===== src/rtl/ysyx_23060208_bus_pkg.sv =====
// Shared definitions for the SRAM read-port arbiter: response codes,
// FSM state encoding and master indices.
package ysyx_23060208_bus_pkg;

  localparam logic [1:0] RESP_OKAY   = 2'b00;
  localparam logic [1:0] RESP_SLVERR = 2'b10;

  localparam logic IFU = 1'b0;
  localparam logic LSU = 1'b1;

  typedef enum logic [2:0] {
    ST_IDLE  = 3'd0,
    ST_AR    = 3'd1,
    ST_R     = 3'd2,
    ST_ERR   = 3'd3,
    ST_FLUSH = 3'd4
  } state_t;

endpackage


===== src/rtl/ysyx_23060208_rd_arbiter_if.sv =====
// One AR/R read channel pair, used on both the master-facing and
// SRAM-facing sides of the arbiter.
interface ysyx_23060208_rd_arbiter_if #(
  parameter int ADDR_W = 32,
  parameter int DATA_W = 32
);
  // A beat transfers on a rising edge where valid && ready are both high;
  // the source holds valid and its payload stable until that edge.
  logic [ADDR_W-1:0] araddr;
  logic              arvalid;
  logic              arready;
  logic [1:0]        rresp;
  logic              rvalid;
  logic [DATA_W-1:0] rdata;
  logic              rready;

  modport master (
    output araddr, arvalid, rready,
    input  arready, rresp, rvalid, rdata
  );

  modport slave (
    input  araddr, arvalid, rready,
    output arready, rresp, rvalid, rdata
  );
endinterface


===== src/rtl/ysyx_23060208_rr_pick.sv =====
// Combinational two-way round-robin picker: a lone requester wins, a tie
// goes to the requester that was not served last.
module ysyx_23060208_rr_pick (
  input  logic [1:0] valid,
  input  logic       last,
  output logic       gnt,
  output logic       grant_valid
);

  assign grant_valid = |valid;
  assign gnt         = (&valid) ? ~last : valid[1];

endmodule


===== src/rtl/ysyx_23060208_rd_arbiter.sv =====
// Two-master (IFU, LSU) to one-slave read arbiter with a single outstanding
// transaction, round-robin grants and an R-phase watchdog.
module ysyx_23060208_rd_arbiter
  import ysyx_23060208_bus_pkg::*;
#(
  parameter int ADDR_W  = 32,
  parameter int DATA_W  = 32,
  parameter int TIMEOUT = 255
) (
  input  logic   clk,
  input  logic   rst,
  ysyx_23060208_rd_arbiter_if.slave  m0,
  ysyx_23060208_rd_arbiter_if.slave  m1,
  ysyx_23060208_rd_arbiter_if.master s,
  output state_t dbg_state
);

  localparam int          WDOG_W   = (TIMEOUT > 0) ? $clog2(TIMEOUT + 1) : 1;
  localparam int unsigned WDOG_LIM = (TIMEOUT > 0) ? TIMEOUT - 1 : 0;
  localparam logic [WDOG_W-1:0] WDOG_END = WDOG_W'(WDOG_LIM);

  state_t            state;
  logic              gnt;
  logic              last;
  logic [ADDR_W-1:0] addr_q;
  logic [WDOG_W-1:0] wdog;
  logic              late;

  logic              pick_gnt;
  logic              pick_vld;
  logic              mg_rready;
  logic [ADDR_W-1:0] pick_addr;
  logic              rsp_valid;
  logic [DATA_W-1:0] rsp_data;
  logic [1:0]        rsp_code;

  ysyx_23060208_rr_pick u_pick (
    .valid       ({m1.arvalid, m0.arvalid}),
    .last        (last),
    .gnt         (pick_gnt),
    .grant_valid (pick_vld)
  );

  assign mg_rready = (gnt == LSU) ? m1.rready : m0.rready;
  assign pick_addr = (pick_gnt == LSU) ? m1.araddr : m0.araddr;
  assign dbg_state = state;

  always_comb begin
    m0.arready = 1'b0;
    m1.arready = 1'b0;
    s.arvalid  = 1'b0;
    s.araddr   = '0;
    s.rready   = 1'b0;
    rsp_valid  = 1'b0;
    rsp_data   = '0;
    rsp_code   = RESP_OKAY;
    case (state)
      ST_IDLE: begin
        m0.arready = pick_vld && (pick_gnt == IFU);
        m1.arready = pick_vld && (pick_gnt == LSU);
      end
      ST_AR: begin
        s.arvalid = 1'b1;
        s.araddr  = addr_q;
      end
      ST_R: begin
        rsp_valid = s.rvalid;
        rsp_data  = s.rdata;
        rsp_code  = s.rresp;
        s.rready  = mg_rready;
      end
      ST_ERR: begin
        // Synthesised SLVERR; a late slave beat is absorbed meanwhile.
        rsp_valid = 1'b1;
        rsp_code  = RESP_SLVERR;
        s.rready  = 1'b1;
      end
      ST_FLUSH: s.rready = 1'b1;
      default: ;
    endcase
    m0.rvalid = rsp_valid && (gnt == IFU);
    m0.rdata  = (gnt == IFU) ? rsp_data : '0;
    m0.rresp  = (gnt == IFU) ? rsp_code : RESP_OKAY;
    m1.rvalid = rsp_valid && (gnt == LSU);
    m1.rdata  = (gnt == LSU) ? rsp_data : '0;
    m1.rresp  = (gnt == LSU) ? rsp_code : RESP_OKAY;
  end

  always_ff @(posedge clk or negedge rst) begin
    if (!rst) begin
      state  <= ST_IDLE;
      gnt    <= IFU;
      last   <= LSU;
      addr_q <= '0;
      wdog   <= '0;
      late   <= 1'b0;
    end else begin
      case (state)
        ST_IDLE: if (pick_vld) begin
          addr_q <= pick_addr;
          gnt    <= pick_gnt;
          state  <= ST_AR;
        end
        ST_AR: if (s.arready) begin
          wdog  <= '0;
          state <= ST_R;
        end
        ST_R: begin
          if (s.rvalid) begin
            if (mg_rready) begin
              last  <= gnt;
              state <= ST_IDLE;
            end
          end else begin
            wdog <= wdog + WDOG_W'(1);
            if (TIMEOUT != 0 && wdog == WDOG_END) state <= ST_ERR;
          end
        end
        ST_ERR: begin
          // Once the slave's beat has been seen there is nothing left to flush.
          if (mg_rready) begin
            last  <= gnt;
            late  <= 1'b0;
            state <= (s.rvalid || late) ? ST_IDLE : ST_FLUSH;
          end else if (s.rvalid) begin
            late <= 1'b1;
          end
        end
        ST_FLUSH: if (s.rvalid) state <= ST_IDLE;
        default: state <= ST_IDLE;
      endcase
    end
  end

endmodule


===== src/flat_wrapper.sv =====
// flat-port wrapper written by rule: the top's interface ports become plain ports
module ysyx_23060208_rd_arbiter_flat import ysyx_23060208_bus_pkg::*;
#(
  parameter int ADDR_W  = 32,
  parameter int DATA_W  = 32,
  parameter int TIMEOUT = 255
)
  (clk, rst, dbg_state, m0_araddr, m0_arvalid, m0_rready, m0_arready, m0_rresp, m0_rvalid, m0_rdata, m1_araddr, m1_arvalid, m1_rready, m1_arready, m1_rresp, m1_rvalid, m1_rdata, s_araddr, s_arvalid, s_rready, s_arready, s_rresp, s_rvalid, s_rdata);
  ysyx_23060208_rd_arbiter_if #(.ADDR_W(ADDR_W), .DATA_W(DATA_W)) m0_i ();
  ysyx_23060208_rd_arbiter_if #(.ADDR_W(ADDR_W), .DATA_W(DATA_W)) m1_i ();
  ysyx_23060208_rd_arbiter_if #(.ADDR_W(ADDR_W), .DATA_W(DATA_W)) s_i ();
  input  logic clk;
  input  logic rst;
  output state_t dbg_state;
  input wire logic [$bits(m0_i.araddr)-1:0] m0_araddr;
  input wire logic [$bits(m0_i.arvalid)-1:0] m0_arvalid;
  input wire logic [$bits(m0_i.rready)-1:0] m0_rready;
  output wire logic [$bits(m0_i.arready)-1:0] m0_arready;
  output wire logic [$bits(m0_i.rresp)-1:0] m0_rresp;
  output wire logic [$bits(m0_i.rvalid)-1:0] m0_rvalid;
  output wire logic [$bits(m0_i.rdata)-1:0] m0_rdata;
  input wire logic [$bits(m1_i.araddr)-1:0] m1_araddr;
  input wire logic [$bits(m1_i.arvalid)-1:0] m1_arvalid;
  input wire logic [$bits(m1_i.rready)-1:0] m1_rready;
  output wire logic [$bits(m1_i.arready)-1:0] m1_arready;
  output wire logic [$bits(m1_i.rresp)-1:0] m1_rresp;
  output wire logic [$bits(m1_i.rvalid)-1:0] m1_rvalid;
  output wire logic [$bits(m1_i.rdata)-1:0] m1_rdata;
  output wire logic [$bits(s_i.araddr)-1:0] s_araddr;
  output wire logic [$bits(s_i.arvalid)-1:0] s_arvalid;
  output wire logic [$bits(s_i.rready)-1:0] s_rready;
  input wire logic [$bits(s_i.arready)-1:0] s_arready;
  input wire logic [$bits(s_i.rresp)-1:0] s_rresp;
  input wire logic [$bits(s_i.rvalid)-1:0] s_rvalid;
  input wire logic [$bits(s_i.rdata)-1:0] s_rdata;
  assign m0_i.araddr = m0_araddr;
  assign m0_i.arvalid = m0_arvalid;
  assign m0_i.rready = m0_rready;
  assign m0_arready = m0_i.arready;
  assign m0_rresp = m0_i.rresp;
  assign m0_rvalid = m0_i.rvalid;
  assign m0_rdata = m0_i.rdata;
  assign m1_i.araddr = m1_araddr;
  assign m1_i.arvalid = m1_arvalid;
  assign m1_i.rready = m1_rready;
  assign m1_arready = m1_i.arready;
  assign m1_rresp = m1_i.rresp;
  assign m1_rvalid = m1_i.rvalid;
  assign m1_rdata = m1_i.rdata;
  assign s_araddr = s_i.araddr;
  assign s_arvalid = s_i.arvalid;
  assign s_rready = s_i.rready;
  assign s_i.arready = s_arready;
  assign s_i.rresp = s_rresp;
  assign s_i.rvalid = s_rvalid;
  assign s_i.rdata = s_rdata;
  ysyx_23060208_rd_arbiter #(.ADDR_W(ADDR_W), .DATA_W(DATA_W), .TIMEOUT(TIMEOUT)) u_core (.clk(clk), .rst(rst), .m0(m0_i), .m1(m1_i), .s(s_i), .dbg_state(dbg_state));
endmodule

===== config.mk =====
export PLATFORM = sky130hd
export DESIGN_NAME = ysyx_23060208_rd_arbiter_flat
export DESIGN_NICKNAME = d
export VERILOG_FILES = /design/src/rtl/ysyx_23060208_bus_pkg.sv /design/src/rtl/ysyx_23060208_rd_arbiter_if.sv /design/src/rtl/ysyx_23060208_rr_pick.sv /design/src/rtl/ysyx_23060208_rd_arbiter.sv /design/src/flat_wrapper.sv
export SDC_FILE = /design/constraint.sdc
export NUM_CORES = 1
export LEC_CHECK = 0
export ABC_AREA = 1
export ABC_CLOCK_PERIOD_IN_PS = 3600
export CAP_MARGIN = 5
export CORE_UTILIZATION = 39
export DETAILED_ROUTE_END_ITERATION = 8
export PLACE_DENSITY = 0.89
export SLEW_MARGIN = 30
export SYNTH_ARGS = -nofsm -noshare
export SYNTH_HDL_FRONTEND = slang
export SYNTH_SLANG_ARGS = --single-unit

===== constraint.sdc =====
create_clock -name clk -period 3.6 [get_ports clk]
set_input_delay 0.72 -clock clk [delete_from_list [all_inputs] [get_ports clk]]
set_output_delay 0.72 -clock clk [all_outputs]
set_load 0.1 [all_outputs]

Word-level counts from Yosys, hierarchy flattened --
Cells that the tools add are included.
Word-level totals: input bits 106, register bits after elaboration 46, logic and storage cells 72
Cells by class: equality and inequality tests 13, multiplexer cells 32, add/subtract/negate cells 1, bitwise logic cells 3, reductions and logical operators 17
Operator list (count):
- two-way mux 32 bit | 5
- two-way mux 3 bit | 8
- two-way mux 8 bit | 2
- one-hot mux 8 bit (2 select lines) | 1
- one-hot mux 3 bit (5 select lines) | 1
- two-way mux 1 bit | 9
- adder 8 x 1 -> 8 bit, second input constant | 1
- == test 8 bit, second input constant | 1
- inequality test 2 bit, second input constant | 4
- AND reduction 2 bit | 4
- == test 3 x 2 -> 1 bit, second input constant | 2
- inequality test 3 x 2 -> 1 bit, second input constant | 2
- one-hot mux 1 bit (2 select lines) | 3
- AND reduction 6 bit | 1
- nonzero test 2 bit | 3
- logical AND 1 bit | 4
- two-way mux 2 bit | 2
- inequality test 2 x 1 -> 1 bit, second input constant | 2
- one-hot mux 2 bit (2 select lines) | 1
- OR reduction 2 bit | 2
- == test 3 x 1 -> 1 bit, second input constant | 1
- == test 3 bit, second input constant | 1
- zero test 3 bit | 1
- NOT 1 bit | 3
- 2 further kinds | 2

Depth between registers and ports, before layout --
word-level depth 5, mapped depth 9, depth with buffers taken out 9

Hierarchy --
Synthesis repeated with hierarchy kept, for this count alone.
Unflattened totals: cells, all modules 496, area total of the unflattened synthesis 3160.5 um2
Modules (own cells, without submodules):
- ysyx_23060208_rd_arbiter | times used 1, sequential area each 1152.4 um2, area an instance 3145.5 um2, cells an instance 493
- ysyx_23060208_rr_pick | times used 1, sequential area each 0.0 um2, area an instance 15.0 um2, cells an instance 3

Worst setup path after synthesis --
OpenSTA, ideal clock, no wires.
kind reg-to-output, start register u_core.state[1], in the netlist u_core.dbg_state[1], end output port m0_rdata[11], stages on the path, launching flop included 5, arrival 3722 ps, path slack -842 ps, buffers on the path 2, cell sequence dfrtp_1 -> nand3_2 -> buf_4 -> buf_6 -> nor3_1
Between the ends: longest elaborated chain between the ends 3
RTL lines:
- from (decl) | line ysyx_23060208_rd_arbiter.sv:22 | state_t state;
- from (signal assigned) | line ysyx_23060208_rd_arbiter.sv:124 | state <= (s.rvalid || late) ? ST_IDLE : ST_FLUSH;
- == test 3 x 2 -> 1 bit | line ysyx_23060208_rd_arbiter.sv:57 | case (state)
- two-way mux 32 bit | line ysyx_23060208_rd_arbiter.sv:57
- two-way mux 32 bit | line ysyx_23060208_rd_arbiter.sv:82 | m0.rdata = (gnt == IFU) ? rsp_data : '0;
- to (decl) | line flat_wrapper.sv:21 | output wire logic [$bits(m0_i.rdata)-1:0] m0_rdata;
Every way passes these cells.

Final worst setup path --
start input port m1_arvalid, end output port m1_arready
Between the ends: longest elaborated chain between the ends 4
RTL lines:
- from (decl) | line flat_wrapper.sv:23 | input wire logic [$bits(m1_i.arvalid)-1:0] m1_arvalid;
- AND reduction 2 bit | line ysyx_23060208_rr_pick.sv:11 | assign gnt = (&valid) ? ~last : valid[1];
- two-way mux 1 bit | line ysyx_23060208_rr_pick.sv:11
- logical AND 1 bit * | line ysyx_23060208_rd_arbiter.sv:60 | m1.arready = pick_vld && (pick_gnt == LSU);
- two-way mux 1 bit * | line ysyx_23060208_rd_arbiter.sv:57
- to (decl) | line flat_wrapper.sv:25 | output wire logic [$bits(m1_i.arready)-1:0] m1_arready;
Every way passes the cells marked *; elsewhere a longest branch is shown, timed or not.

==> impl_metrics.yaml <==
routing:
  first_iter_violations: 204
  drcViolationCount: 0
  antenna_left: 0
  drt_first_pass_iters: 4
  route.final.wire_length_um: 11900
  routed-via-count: 3850
  drt-wirelength-per-cell_um: 15.6
  detail_route.vias_per_cell: 5.03
sta:
  maxClockFrequency_ghz: 0.339
  max_slew.worst_pin.slew_ps: 826
  layout_min_cycle_time_ps: 2950
  setup_violations: 0
  clock_skew_ps: 4.77
  timing.final.max_slew_violations: 0
  final.period_utilization_pct: 81.8
  finalHoldViolCount: 0
  rsz_0062_raised_after_global_routing: "no"
  timing.slew.headroom_pct: 44.9
clock_network:
  clock_pin_slew_reported_for_the_worst_setup_and_hold_paths_after_clock_tree_synthesis_ps: 80
  tritoncts_num_sinks: 46
  cts-htree-levels: 2
  hold_buffers: 0
  postCtsSetupRepairBufs: 0
  tritoncts: "yes"
  root_buffer: "sky130_fd_sc_hd__clkbuf_8"
  postCtsResizedCells: 0
  clock_tree.buffer_depth: 2
  clk_latency_ps: 300
  cts_made_buffers: 5
global_routing:
  grt_antenna_before_repair: 0
  grt_overflow: 0
  grt_pass1_wl_um: 18800
  grt_start_max_net_pins: 50
  grt_util_all_layers_pct: 28.0
  grt_pass1_vias: 3856
floorplan:
  floorplan.initialDensity_pct: 40.8
  die_w_um: 92.6
  die-area_um2: 8580
  core_area_um2: 7850
  io_pins: 215
  die_height_um: 92.6
  placementRows: 32
layout:
  antenna_cells: 0
  layout.nets: 771
  final-instance-count-excl-fill: 766
  final_core_util_pct: 80.6
  area_growth_syn_to_layout_pct: 97.4
  fill_cells: 473
  layout-drive-gt1-share_pct: 34.2
place:
  final_wtd_congestion: 0.894
  port-buffer-count: 214
  place.detailed.hpwl_um: 9710
  place.detailed.instances: 758
synthesis:
  synth_top_cell_area_share_pct: 35.1
  synth-adder-area-share_pct: 0.781
  synth-main-ff-cell: "sky130_fd_sc_hd__dfrtp_1"
  synthesis.area_per_instance_um2: 6.95
  ys.warnings.count: 0
  cells_after_synth: 461
  ys_seq_elements: 46
  synth_top_cells_by_area: "sky130_fd_sc_hd__dfrtp_1 35%, sky130_fd_sc_hd__nor3_1 10%, sky130_fd_sc_hd__inv_1 9.5%, sky130_fd_sc_hd__nand2_1 8.8%, sky130_fd_sc_hd__nor2_1 8.1%"
  synthArstFlopShare_pct: 100
  post_synth_net_total: 569
  post_synth_num_cell_types: 28
  mappedNetlistArea_um2: 3200
  synth_xor_area_share_pct: 0.273
  synth-simple-area-share_pct: 33.6
  number_of_synthesized_flops_with_an_enable_pin: 0
  synth_top_family_by_area: "simple AND/OR/NAND/NOR gates"
  ys_seq_area_share_pct: 36.0
  post-synth-top-area-cell: "sky130_fd_sc_hd__dfrtp_1"
  post_synth_mux_area_share_pct: 0
  synth-compound-area-share_pct: 14.1
hold_path:
  hold_class: "primary input to asynchronous set/reset pin"
worst_setup_path:
  path_class: "primary input to primary output"
  worst_r2r_path_depth: 5
  setup.reg_to_reg.worst_slack_ps: 1620
  cp.required_ps: 2880
  worstReg2RegStart: "u_core.dbg_state[0]"
  critical_path.startpoint_type: "primary input"
  arrival_ps: 2230
  setup.worst_path.end_class: "primary output"
  worstReg2RegEnd: "u_core.addr_q[8]"
  critical_path_peak_fanout: 18
power_and_ir_drop:
  vdd_drop_max_uv: 802
  power-per-cell-area_nw_per_um2: 963
  p_leak_nw: 2.79
run_status:
  run_status: "complete, no violations"
flow_run:
  maxCapViolations: 0
through the flow:
| step | hold slack (ps) | cell area [um^2] | setup TNS (ps) | setup slack, ps | power [mW] |
|---|---|---|---|---|---|
| 2_1_floorplan | 424 | 3560 | -15420 | -669 | 4.45 |
| 3_3_place_gp | 482 | 6180 | 0 | 724 | 5.56 |
| 3_5_place_dp | 493 | 6180 | 0 | 657 | 5.64 |
| 4_1_cts | 428 | 6320 | 0 | 650 | 6.12 |
| 5_1_grt | 452 | 6320 | 0 | 577 | 6.35 |
| 6_report | 405 | 6320 | 0 | 654 | 6.09 |
layout by cell type, fill, tap and decap left out, types with 8 or more instances in the layout:
cell | netlist | final
sky130_fd_sc_hd__clkdlybuf4s50_1 | 0 | 104
sky130_fd_sc_hd__o21ai_0 | 20 | 20
sky130_fd_sc_hd__nor3_2 | 4 | 42
sky130_fd_sc_hd__dfrtp_1 | 45 | 42
sky130_fd_sc_hd__nor2_2 | 0 | 8
sky130_fd_sc_hd__o211ai_1 | 17 | 17
sky130_fd_sc_hd__inv_1 | 81 | 80
sky130_fd_sc_hd__nand2_1 | 75 | 75
sky130_fd_sc_hd__o22ai_2 | 9 | 9
sky130_fd_sc_hd__buf_12 | 0 | 58
sky130_fd_sc_hd__buf_4 | 2 | 60
sky130_fd_sc_hd__nor2_1 | 69 | 42
sky130_fd_sc_hd__nor3_1 | 65 | 27
sky130_fd_sc_hd__nor2_4 | 5 | 24
sky130_fd_sc_hd__o22ai_1 | 8 | 8
sky130_fd_sc_hd__nand3_1 | 10 | 10
cell families after synthesis:
logic type,after synthesis
compound gates,63
xor+xnor,1
fa+ha+maj,2
buf+inv,114
flops,46
simple gates,235
worst max-delay path by stage:
stage	slack, ps	end	startpoint
finish	650	m1_arready	m1_arvalid
detailed placement	660	m1_arready	m1_arvalid
global placement	720	m1_arready	m1_arvalid
floorplan	-670	s_araddr[18]	u_core.dbg_state[0]
global route	580	m1_arready	m1_arvalid
CTS	650	m1_rdata[22]	u_core.gnt
Yosys cell counts, types with 3 or more instances:
library cell	n
sky130_fd_sc_hd__nor2_4	5
sky130_fd_sc_hd__nand3_1	10
sky130_fd_sc_hd__buf_2	6
sky130_fd_sc_hd__clkbuf_1	13
sky130_fd_sc_hd__inv_2	6
sky130_fd_sc_hd__o22ai_2	9
sky130_fd_sc_hd__nand2_1	75
sky130_fd_sc_hd__nor3_2	4
sky130_fd_sc_hd__nor2_1	69
sky130_fd_sc_hd__o21ai_0	20
sky130_fd_sc_hd__buf_6	6
sky130_fd_sc_hd__inv_1	81
sky130_fd_sc_hd__nand3_2	3
sky130_fd_sc_hd__o22ai_1	8
sky130_fd_sc_hd__a21oi_1	6
sky130_fd_sc_hd__nor3_1	65
sky130_fd_sc_hd__o211ai_1	17
sky130_fd_sc_hd__dfrtp_1	45
final cells by class:
type	count	area (um^2)	area share, %
well taps	102	128	2.02
clock inverters	2	60.1	0.950
inverters	87	327	5.16
flip-flops and latches	46	1160	18.3
repair buffers	222	2650	41.9
multi-input cells	301	1920	30.3
clock buffers	6	82.6	1.31
state kept, by name, indices dropped and copies added, names as in the netlist:
register          count
u_core.last           1
u_core.late           1
u_core.wdog           8
u_core.addr_q        32
u_core.dbg_state      3
u_core.gnt            1
layer usage:
metal	track usage [%]	vias to the layer above	wire (um)
li1	-	1871	-
met1	30.2	1785	4400
met2	53.5	177	6370
met3	6.90	17	935
met4	8.21	0	225
met5	0	-	0
where the power goes:
group | internal, mW | leakage [nW] | total [mW] | switching, mW
Clock | 0.296 | 0.0714 | 0.472 | 0.176
Combinational | 1.23 | 2.15 | 4.76 | 3.53
Sequential | 0.750 | 0.568 | 0.860 | 0.110
critical path, cell delays in order:
cell                              delay [ps]
sky130_fd_sc_hd__clkdlybuf4s50_1         460
sky130_fd_sc_hd__inv_1                    80
sky130_fd_sc_hd__a21oi_4                 150
sky130_fd_sc_hd__inv_2                   160
sky130_fd_sc_hd__nor2_4                  410
sky130_fd_sc_hd__buf_12                  240
(Power assumes the default switching activity.)
